==> src/rtl/lcd_seq_ctrl.sv <==
// Serial LCD link sequencer: panel reset, power-up command list with delays,
// then an endless loop of window programming and RGB565 pixel streaming.
module lcd_seq_ctrl #(
  parameter int WIDTH      = 320,
  parameter int HEIGHT     = 240,
  parameter int RST_CYCLES = 400000,
  parameter int MS_CYCLES  = 40000
) (
  input  logic        clk,
  input  logic        reset,
  output logic        tx_valid,
  output logic [7:0]  tx_data,
  output logic        tx_dc,
  input  logic        tx_ready,
  output logic        lcd_rst_n,
  output logic [8:0]  hpos,
  output logic [7:0]  vpos,
  input  logic [15:0] rgb,
  output logic        hsync,
  output logic        vsync,
  output logic        init_done
);

  localparam int MAX_CNT = (RST_CYCLES > 150 * MS_CYCLES) ? RST_CYCLES : 150 * MS_CYCLES;
  localparam int CW      = $clog2(MAX_CNT + 1);

  localparam logic [CW-1:0] RST_LAST  = CW'(RST_CYCLES - 1);
  localparam logic [15:0]   W_LAST    = 16'(WIDTH - 1);
  localparam logic [15:0]   H_LAST    = 16'(HEIGHT - 1);
  localparam logic [8:0]    HPOS_LAST = 9'(WIDTH - 1);
  localparam logic [7:0]    VPOS_LAST = 8'(HEIGHT - 1);
  localparam logic [3:0]    INIT_LAST = 4'd6;
  localparam logic [3:0]    WIN_LAST  = 4'd10;

  typedef enum logic [2:0] {
    RST_LOW, RST_WAIT, INIT, DELAY, WIN, FETCH, PIX_HI, PIX_LO
  } state_t;

  typedef struct packed {
    logic       dc;
    logic [7:0] data;
    logic [7:0] ms;
  } init_ent_t;

  // ms = 0 means the next entry follows without a delay
  function automatic init_ent_t init_rom(input logic [3:0] i);
    init_ent_t e;
    e = '0;
    case (i)
      4'd0:    e = '{dc: 1'b0, data: 8'h01, ms: 8'd150};
      4'd1:    e = '{dc: 1'b0, data: 8'h11, ms: 8'd120};
      4'd2:    e = '{dc: 1'b0, data: 8'h3A, ms: 8'd0};
      4'd3:    e = '{dc: 1'b1, data: 8'h55, ms: 8'd0};
      4'd4:    e = '{dc: 1'b0, data: 8'h36, ms: 8'd0};
      4'd5:    e = '{dc: 1'b1, data: 8'h60, ms: 8'd0};
      4'd6:    e = '{dc: 1'b0, data: 8'h29, ms: 8'd20};
      default: e = '0;
    endcase
    return e;
  endfunction

  // Returns {dc, data}
  function automatic logic [8:0] win_rom(input logic [3:0] i);
    logic [8:0] b;
    b = '0;
    case (i)
      4'd0:    b = {1'b0, 8'h2A};
      4'd1:    b = {1'b1, 8'h00};
      4'd2:    b = {1'b1, 8'h00};
      4'd3:    b = {1'b1, W_LAST[15:8]};
      4'd4:    b = {1'b1, W_LAST[7:0]};
      4'd5:    b = {1'b0, 8'h2B};
      4'd6:    b = {1'b1, 8'h00};
      4'd7:    b = {1'b1, 8'h00};
      4'd8:    b = {1'b1, H_LAST[15:8]};
      4'd9:    b = {1'b1, H_LAST[7:0]};
      4'd10:   b = {1'b0, 8'h2C};
      default: b = '0;
    endcase
    return b;
  endfunction

  state_t        state;
  logic [CW-1:0] cnt;
  logic [CW-1:0] dly_last;
  logic [3:0]    idx;
  logic [7:0]    pix_lo;

  init_ent_t  cur_ent, nxt_ent;
  logic [8:0] win_first, win_nxt;

  always_comb begin
    cur_ent   = init_rom(idx);
    nxt_ent   = init_rom(idx + 4'd1);
    win_first = win_rom(4'd0);
    win_nxt   = win_rom(idx + 4'd1);
  end

  always_ff @(posedge clk or negedge reset) begin
    if (!reset) begin
      state     <= RST_LOW;
      cnt       <= '0;
      dly_last  <= '0;
      idx       <= '0;
      pix_lo    <= '0;
      tx_valid  <= 1'b0;
      tx_data   <= '0;
      tx_dc     <= 1'b0;
      lcd_rst_n <= 1'b0;
      hpos      <= '0;
      vpos      <= '0;
      hsync     <= 1'b0;
      vsync     <= 1'b0;
      init_done <= 1'b0;
    end else begin
      hsync <= 1'b0;
      vsync <= 1'b0;
      case (state)
        RST_LOW: begin
          if (cnt == RST_LAST) begin
            cnt       <= '0;
            lcd_rst_n <= 1'b1;
            state     <= RST_WAIT;
          end else begin
            cnt <= cnt + CW'(1);
          end
        end
        RST_WAIT: begin
          if (cnt == RST_LAST) begin
            cnt      <= '0;
            idx      <= '0;
            tx_valid <= 1'b1;
            tx_dc    <= cur_ent.dc;
            tx_data  <= cur_ent.data;
            state    <= INIT;
          end else begin
            cnt <= cnt + CW'(1);
          end
        end
        // INIT and DELAY share the "advance to next entry" path
        INIT, DELAY: begin
          if (state == INIT && tx_ready && cur_ent.ms != '0) begin
            tx_valid <= 1'b0;
            cnt      <= '0;
            dly_last <= CW'(int'(cur_ent.ms) * MS_CYCLES - 1);
            state    <= DELAY;
          end else if ((state == INIT && tx_ready) || (state == DELAY && cnt == dly_last)) begin
            tx_valid <= 1'b1;
            if (idx == INIT_LAST) begin
              init_done        <= 1'b1;
              idx              <= '0;
              {tx_dc, tx_data} <= win_first;
              state            <= WIN;
            end else begin
              idx     <= idx + 4'd1;
              tx_dc   <= nxt_ent.dc;
              tx_data <= nxt_ent.data;
              state   <= INIT;
            end
          end else if (state == DELAY) begin
            cnt <= cnt + CW'(1);
          end
        end
        WIN: begin
          if (tx_ready) begin
            if (idx == WIN_LAST) begin
              idx      <= '0;
              tx_valid <= 1'b0;
              state    <= FETCH;
            end else begin
              idx              <= idx + 4'd1;
              {tx_dc, tx_data} <= win_nxt;
            end
          end
        end
        FETCH: begin
          pix_lo   <= rgb[7:0];
          tx_valid <= 1'b1;
          tx_dc    <= 1'b1;
          tx_data  <= rgb[15:8];
          state    <= PIX_HI;
        end
        PIX_HI: begin
          if (tx_ready) begin
            tx_data <= pix_lo;
            state   <= PIX_LO;
          end
        end
        PIX_LO: begin
          if (tx_ready) begin
            if (hpos != HPOS_LAST) begin
              hpos     <= hpos + 9'd1;
              tx_valid <= 1'b0;
              state    <= FETCH;
            end else begin
              hpos  <= '0;
              hsync <= 1'b1;
              if (vpos != VPOS_LAST) begin
                vpos     <= vpos + 8'd1;
                tx_valid <= 1'b0;
                state    <= FETCH;
              end else begin
                vpos             <= '0;
                vsync            <= 1'b1;
                idx              <= '0;
                {tx_dc, tx_data} <= win_first;
                state            <= WIN;
              end
            end
          end
        end
        default: state <= RST_LOW;
      endcase
    end
  end

endmodule

==> config.mk <==
export PLATFORM = sky130hd
export DESIGN_NAME = lcd_seq_ctrl
export DESIGN_NICKNAME = d
export VERILOG_FILES = /design/src/rtl/lcd_seq_ctrl.sv
export SDC_FILE = /design/constraint.sdc
export NUM_CORES = 1
export LEC_CHECK = 0
export ABC_CLOCK_PERIOD_IN_PS = 5750
export CAP_MARGIN = 20
export CORE_ASPECT_RATIO = 0.9
export CORE_MARGIN = 2
export CORE_UTILIZATION = 25
export CTS_CLUSTER_SIZE = 25
export DETAILED_ROUTE_END_ITERATION = 10
export GPL_ROUTABILITY_DRIVEN = 0
export HOLD_SLACK_MARGIN = 0.02
export RECOVER_POWER = 50
export SYNTH_ARGS = -nofsm -noshare
export SYNTH_HDL_FRONTEND = slang
export SYNTH_SLANG_ARGS = --single-unit
==> constraint.sdc <==
create_clock -name clk -period 5.75 [get_ports clk]
set_input_delay 0.8625 -clock clk [delete_from_list [all_inputs] [get_ports clk]]
set_output_delay 0.8625 -clock clk [all_outputs]
set_load 0.005 [all_outputs]
Word-level counts from Yosys, hierarchy flattened --
Memory sizes are Yosys's and may differ from the RTL's. Index checks and enable logic that the tools add are counted.
Operators by class: $add $sub $neg 5, multipliers 1, divide/modulo/power cells 0, $lt $le $gt $ge 0, eq/ne operators 39, shift operators 0, mux-type cells 68, bitwise gates (word level) 2, reductions and logical operators 25
Operator list (number):
- 17-bit one-hot mux with 7 select lines | 2
- 23-bit 2-to-1 mux | 4
- 8-bit 2-to-1 mux | 11
- 8-bit one-hot mux with 6 select lines | 1
- 23-bit one-hot mux with 2 select lines | 1
- 4-bit 2-to-1 mux | 9
- 3-bit 2-to-1 mux | 9
- 1-bit 2-to-1 mux | 26
- 4-bit by 3-bit == test with 1-bit output, second input constant | 6
- 23-bit by 1-bit adder with 23-bit output, second input constant | 1
- 23-bit by 19-bit == test with 1-bit output, second input constant | 1
- 23-bit == test | 1
- 23-bit by 1-bit subtractor with 23-bit output, second input constant | 1
- 2-bit != test, second input constant | 11
- 3-bit one-hot mux with 7 select lines | 1
- 8-bit by 10-bit multiplier with 17-bit output, second input constant | 1
- 4-bit by 2-bit == test with 1-bit output, second input constant | 4
- 4-bit one-hot mux with 4 select lines | 1
- 7-bit AND reduction | 2
- 3-bit == test, second input constant | 4
- 3-bit != test, second input constant | 4
- 1-bit one-hot mux with 5 select lines | 2
- 10-bit AND reduction | 1
- 9-bit by 1-bit adder with 9-bit output, second input constant | 1
- 25 further kinds | 35
Word-level totals: flip-flop bits (word level) 92, latch bits 0, RAM bits 0, memory bits (read-only) 144, input port bits 19, memories kept 1
Memories:
- (no name shown) | words 16, width 9, read ports 1, clocked after memory_dff 0, wr ports 0, line 66 | case (i)

Longest topological paths before layout --
depth after elaboration 7, gate-level depth with buffers 20

Least setup slack after synthesis --
OpenSTA, ideal clock, no wires.
path kind register to register, start reg idx[1], end reg dly_last[22], setup time 135 ps, arrival 4379 ps, path slack 1237 ps, stages on the path, launching flop included 18, buffers on the path 1, clock period less this slack 4513 ps, path through dfrtp_1 -> inv_1 -> ha_1 -> clkbuf_1 -> nand2_1 -> inv_1 -> fa_1 -> fa_1 -> ha_1 -> inv_1 -> fa_1 -> nand2b_1 -> a21oi_1 -> xor2_1 -> nor3_1 -> nand4_1 -> xnor2_1 -> o21ai_0
On the way: cells in the longest elaborated chain, start to end 5, elaborated cells between the ends (all ways) 13, those cells by class add/sub: 1; mul: 1; eq/ne: 6; mux: 1; reduce/logical: 4
RTL lines:
- start: declaration | line 86 | logic [3:0] idx;
- start signal: assignment | line 155 | idx <= idx + 4'd1;
- start signal: assignment | line 171 | idx <= idx + 4'd1;
- 4-bit by 3-bit == test with 1-bit output (tied with other cells) | line 49 | case (i)
- 17-bit one-hot mux with 7 select lines * | line 49
- branches (longest 3 deep; another with 23-bit by 1-bit subtractor with 23-bit output)
- end signal: assignment | line 145 | dly_last <= CW'(int'(cur_ent.ms) * MS_CYCLES - 1);
- end: declaration | line 85 | logic [CW-1:0] dly_last;
Mark *: on every way between the ends. A chain may end at the register's enable or synchronous reset.

Worst setup path after layout --
Same ends and word-level chain as after synthesis.

==> impl.org <==
** Place
- Placed Area :: 6930 um^2
- Half-perimeter wire length after detailed placement :: 11200 um
- Number of buffers added on ports :: 49

** Global routing
- Entering global routing, the biggest net connects 49 pins.
- Vias in the first global route :: 5075
- For this run the aggregate overflow at the end of global routing stands at 0.
- The number of antenna violations at the first check in global routing came to 0.
- The first global-routing pass estimated 26000 um of wire.
- Global-route usage over all layers :: 12.1%

** Critical path
- The critical path starts at idx[1].
- Setup slack of the worst register-to-register path :: 790 ps
- The worst register-to-register path begins at idx[1].
- The worst setup path is captured at a flop.
- Type of the worst setup path :: reg -> reg
- Data arrival, critical path :: 5190 ps
- The worst setup path is launched from a flop.
- For the worst setup path, the data required time is 5980 ps.
- Largest fanout on the critical path :: 12

** Final layout
- After the last flow step, the layout net total stands at 808.
- The number of antenna diodes in the final layout is 0.
- Most common library cell in the layout ignoring fill and taps :: dfrtp_1
- After filler insertion, the fill cell instance count of the layout stands at 2547.
- From synthesis to final layout, the design area changed by 17.6%.
- In the layout the commonest cells are 86 x dfrtp_1, 81 x nand2_1, 67 x o21ai_0, 56 x nor2_1, 44 x ha_1.
- Ratio of cells with drive above 1 in the final layout :: 7.26%
- Post-route standard cell area excluding fillers :: 7240 um^2

** Synth
- Most instantiated flip-flop cell in the synthesis netlist :: dfrtp_1
- #FFs+latches synth :: 86
- Counting flops with a built-in enable in the synthesized netlist gives 0.
- Proportion of synthesized flip-flops having asynchronous set or reset :: 100%
- Warning count from the yosys run :: 0
- Synthesis produced a netlist with a net count of 774.
- Post-Synthesis Cells :: 705
- Summing the sequential cell areas from Yosys gives 35.0% of the chip area.
- The netlist uses 68 different library cells.
- After synthesis, the mean cell area works out to 8.73 um^2.
- Largest cells by area after synthesis :: dfrtp_1 35%, ha_1 8.9%, o21ai_0 5.4%
- Biggest area consumer among synthesized cells :: dfrtp_1
- Post-synthesis instance area :: 6150 um^2
- The top cell type by area accounts for 35.0% of the synthesized area.

** CTS
- In this run the number of H-tree levels came out at 3.
- CTS tree :: built
- CTS buffer count :: 9
- Clock latency on the worst-skew pair :: 350 ps
- The clock net in this run drives a total of 86 sinks.
- Clock-pin slew was measured on the worst setup and hold paths at 70 ps.
- Post-CTS repair changed the size of 0 cells.
- Post-CTS setup buffers :: 0
- After clock tree synthesis, the flow added hold-fix buffers numbering 0.
- The tree is rooted in a clkbuf_16.
- Counting along the longest clock path gives a buffer depth of 2.

** Floorplanning
- Die W :: 169 um
- Number of placed I/O pins :: 50
- Measured along the y axis, the die boundary spans 153 um.
- The initial utilization of the core area, before any placement, comes to 25.4%.
- Floorplan die area :: 25900 um^2
- The core region is 24200 um^2.
- Row count :: 54

** Detailed routing
- Uppermost layer routed :: met4
- Dividing the detail-routed wire length by the instance count gives 14.5 um.
- Total via count after detailed routing :: 5332
- Count of antenna-violating nets left after detailed routing :: 0
- The routed design has 15300 um of wire.
- Detailed routing placed a total of 714 um of wire on met3.
- The first routing iteration left 371 violations.
- Wire segments on met2 add up to 6810 um in the final route.
- In the routed design, unresolved DRC markers number 0.
- For this run, the detailed router's first-pass iteration total came to 5.
- In the routed layout, each cell is associated on average with a via count of 5.07.
- M1 WL :: 7650 um

** STA
- Summed over all failing endpoints, the final setup total negative slack is 0 ps.
- Worst rel slew slack :: -47.9%
- Final hold violations :: 0
- Setup repair after global routing missed its margin :: no
- Max-slew violations :: 40
- Setup violations remaining at the end of the flow were counted as 0.
- Shortest clock period the worst path allows after layout :: 4960 ps
- Static timing analysis puts the maximum clock frequency at 0.201 GHz.
- After layout, the worst path uses 86.3% of the clock period.
- Measured slew at the worst slew-check pin :: 2220 ps
- Clock Skew :: 11.1 ps

** Status
- Violations in the final reports :: capacitance limit, slew limit
- Run status :: complete, but fails checks

** Run
- Across the run, the number of max-cap violations was 1.

** Hold path
- The min-delay analysis places its worst path in the category reg -> reg.
- The startpoint identified for the worst hold timing path is lcd_rst_n.
-- final cells by class --
type / instances / area, um^2 / area share [%]
clock buffer: 9 / 225 / 3.11
clock inverter: 7 / 80.1 / 1.11
inverter: 29 / 109 / 1.50
multi-input combinational: 559 / 3760 / 52.0
sequential: 86 / 2150 / 29.7
tap: 308 / 385 / 5.32
timing repair buffer: 54 / 527 / 7.28
-- synthesized netlist by cell type (4+ instances only) --
cell type	n
dfrtp_1	86
a21o_1	5
a21oi_1	33
clkbuf_1	17
nand2b_1	17
buf_2	9
mux2_2	18
o22ai_1	4
nand4_1	15
ha_1	44
xnor2_1	31
fa_1	6
nand3_1	29
nor2_1	56
o31ai_1	16
o41ai_1	4
nor3_1	14
and4_1	4
inv_1	28
and3_1	9
a31oi_1	9
xor2_1	18
nor2b_1	6
nor4_1	7
o21ai_0	67
or3_1	4
nand2_1	81
or4_1	4
-- worst max-delay path, stage by stage, from the launching register on --
cell and delay (ps):
dfrtp_1 450, inv_1 150, ha_1 360, nand2_1 380
inv_1 380, fa_1 480, fa_1 490, ha_1 310
inv_1 60, fa_1 450, nand2b_1 200, a21oi_1 170
xor2_1 140, nor3_1 400, nand4_1 170, xnor2_1 160
o21ai_0 80
-- state kept, by name, summed over array words and instances (netlist names), 3 cells and up --
signal    cells
tx_data       8
vpos          8
dly_last     17
pix_lo        8
idx           4
cnt          23
state         3
hpos          9
-- cell families after synthesis --
kind of cell,synth area share [%]
adder cells (fa/ha/maj),10.9
AND/OR/NAND/NOR,21.5
multiplexers,4.11
XOR/XNOR,6.97
flip-flops,35.0
AO/OA/AOI/OAI,17.6
buffers and inverters,3.94
-- metrics by stage --
stage	hold slack (ps)	worst slack, ps	util, %	std cells
floorplan	460	1240	-	705
global placement	472	907	28.6	1035
detailed placement	474	769	28.6	1035
CTS	487	727	29.9	1051
global route	497	363	29.9	1052
finish	468	786	29.9	1052
-- worst paths after layout --
kind | cells after the start | end
hold / removal | 1 | lcd_rst_n
min in group asynchronous | 1 | cnt[17]
setup / recovery | 16 | dly_last[22]
max in group asynchronous | 2 | tx_dc
setup reg to reg | 16 | dly_last[22]
hold reg to reg | 1 | lcd_rst_n
-- per-layer routing --
metal / vias to the layer above / global-route usage (%)
met2: 138 / 18.0
met4: 0 / 1.99
li1: 2579 / -
met5: - / 0
met3: 17 / 2.43
met1: 2598 / 18.2
Power is left out: the tool's default activity adds up to more than one toggle a clock period on the data nets, which glitch-free logic cannot reach.
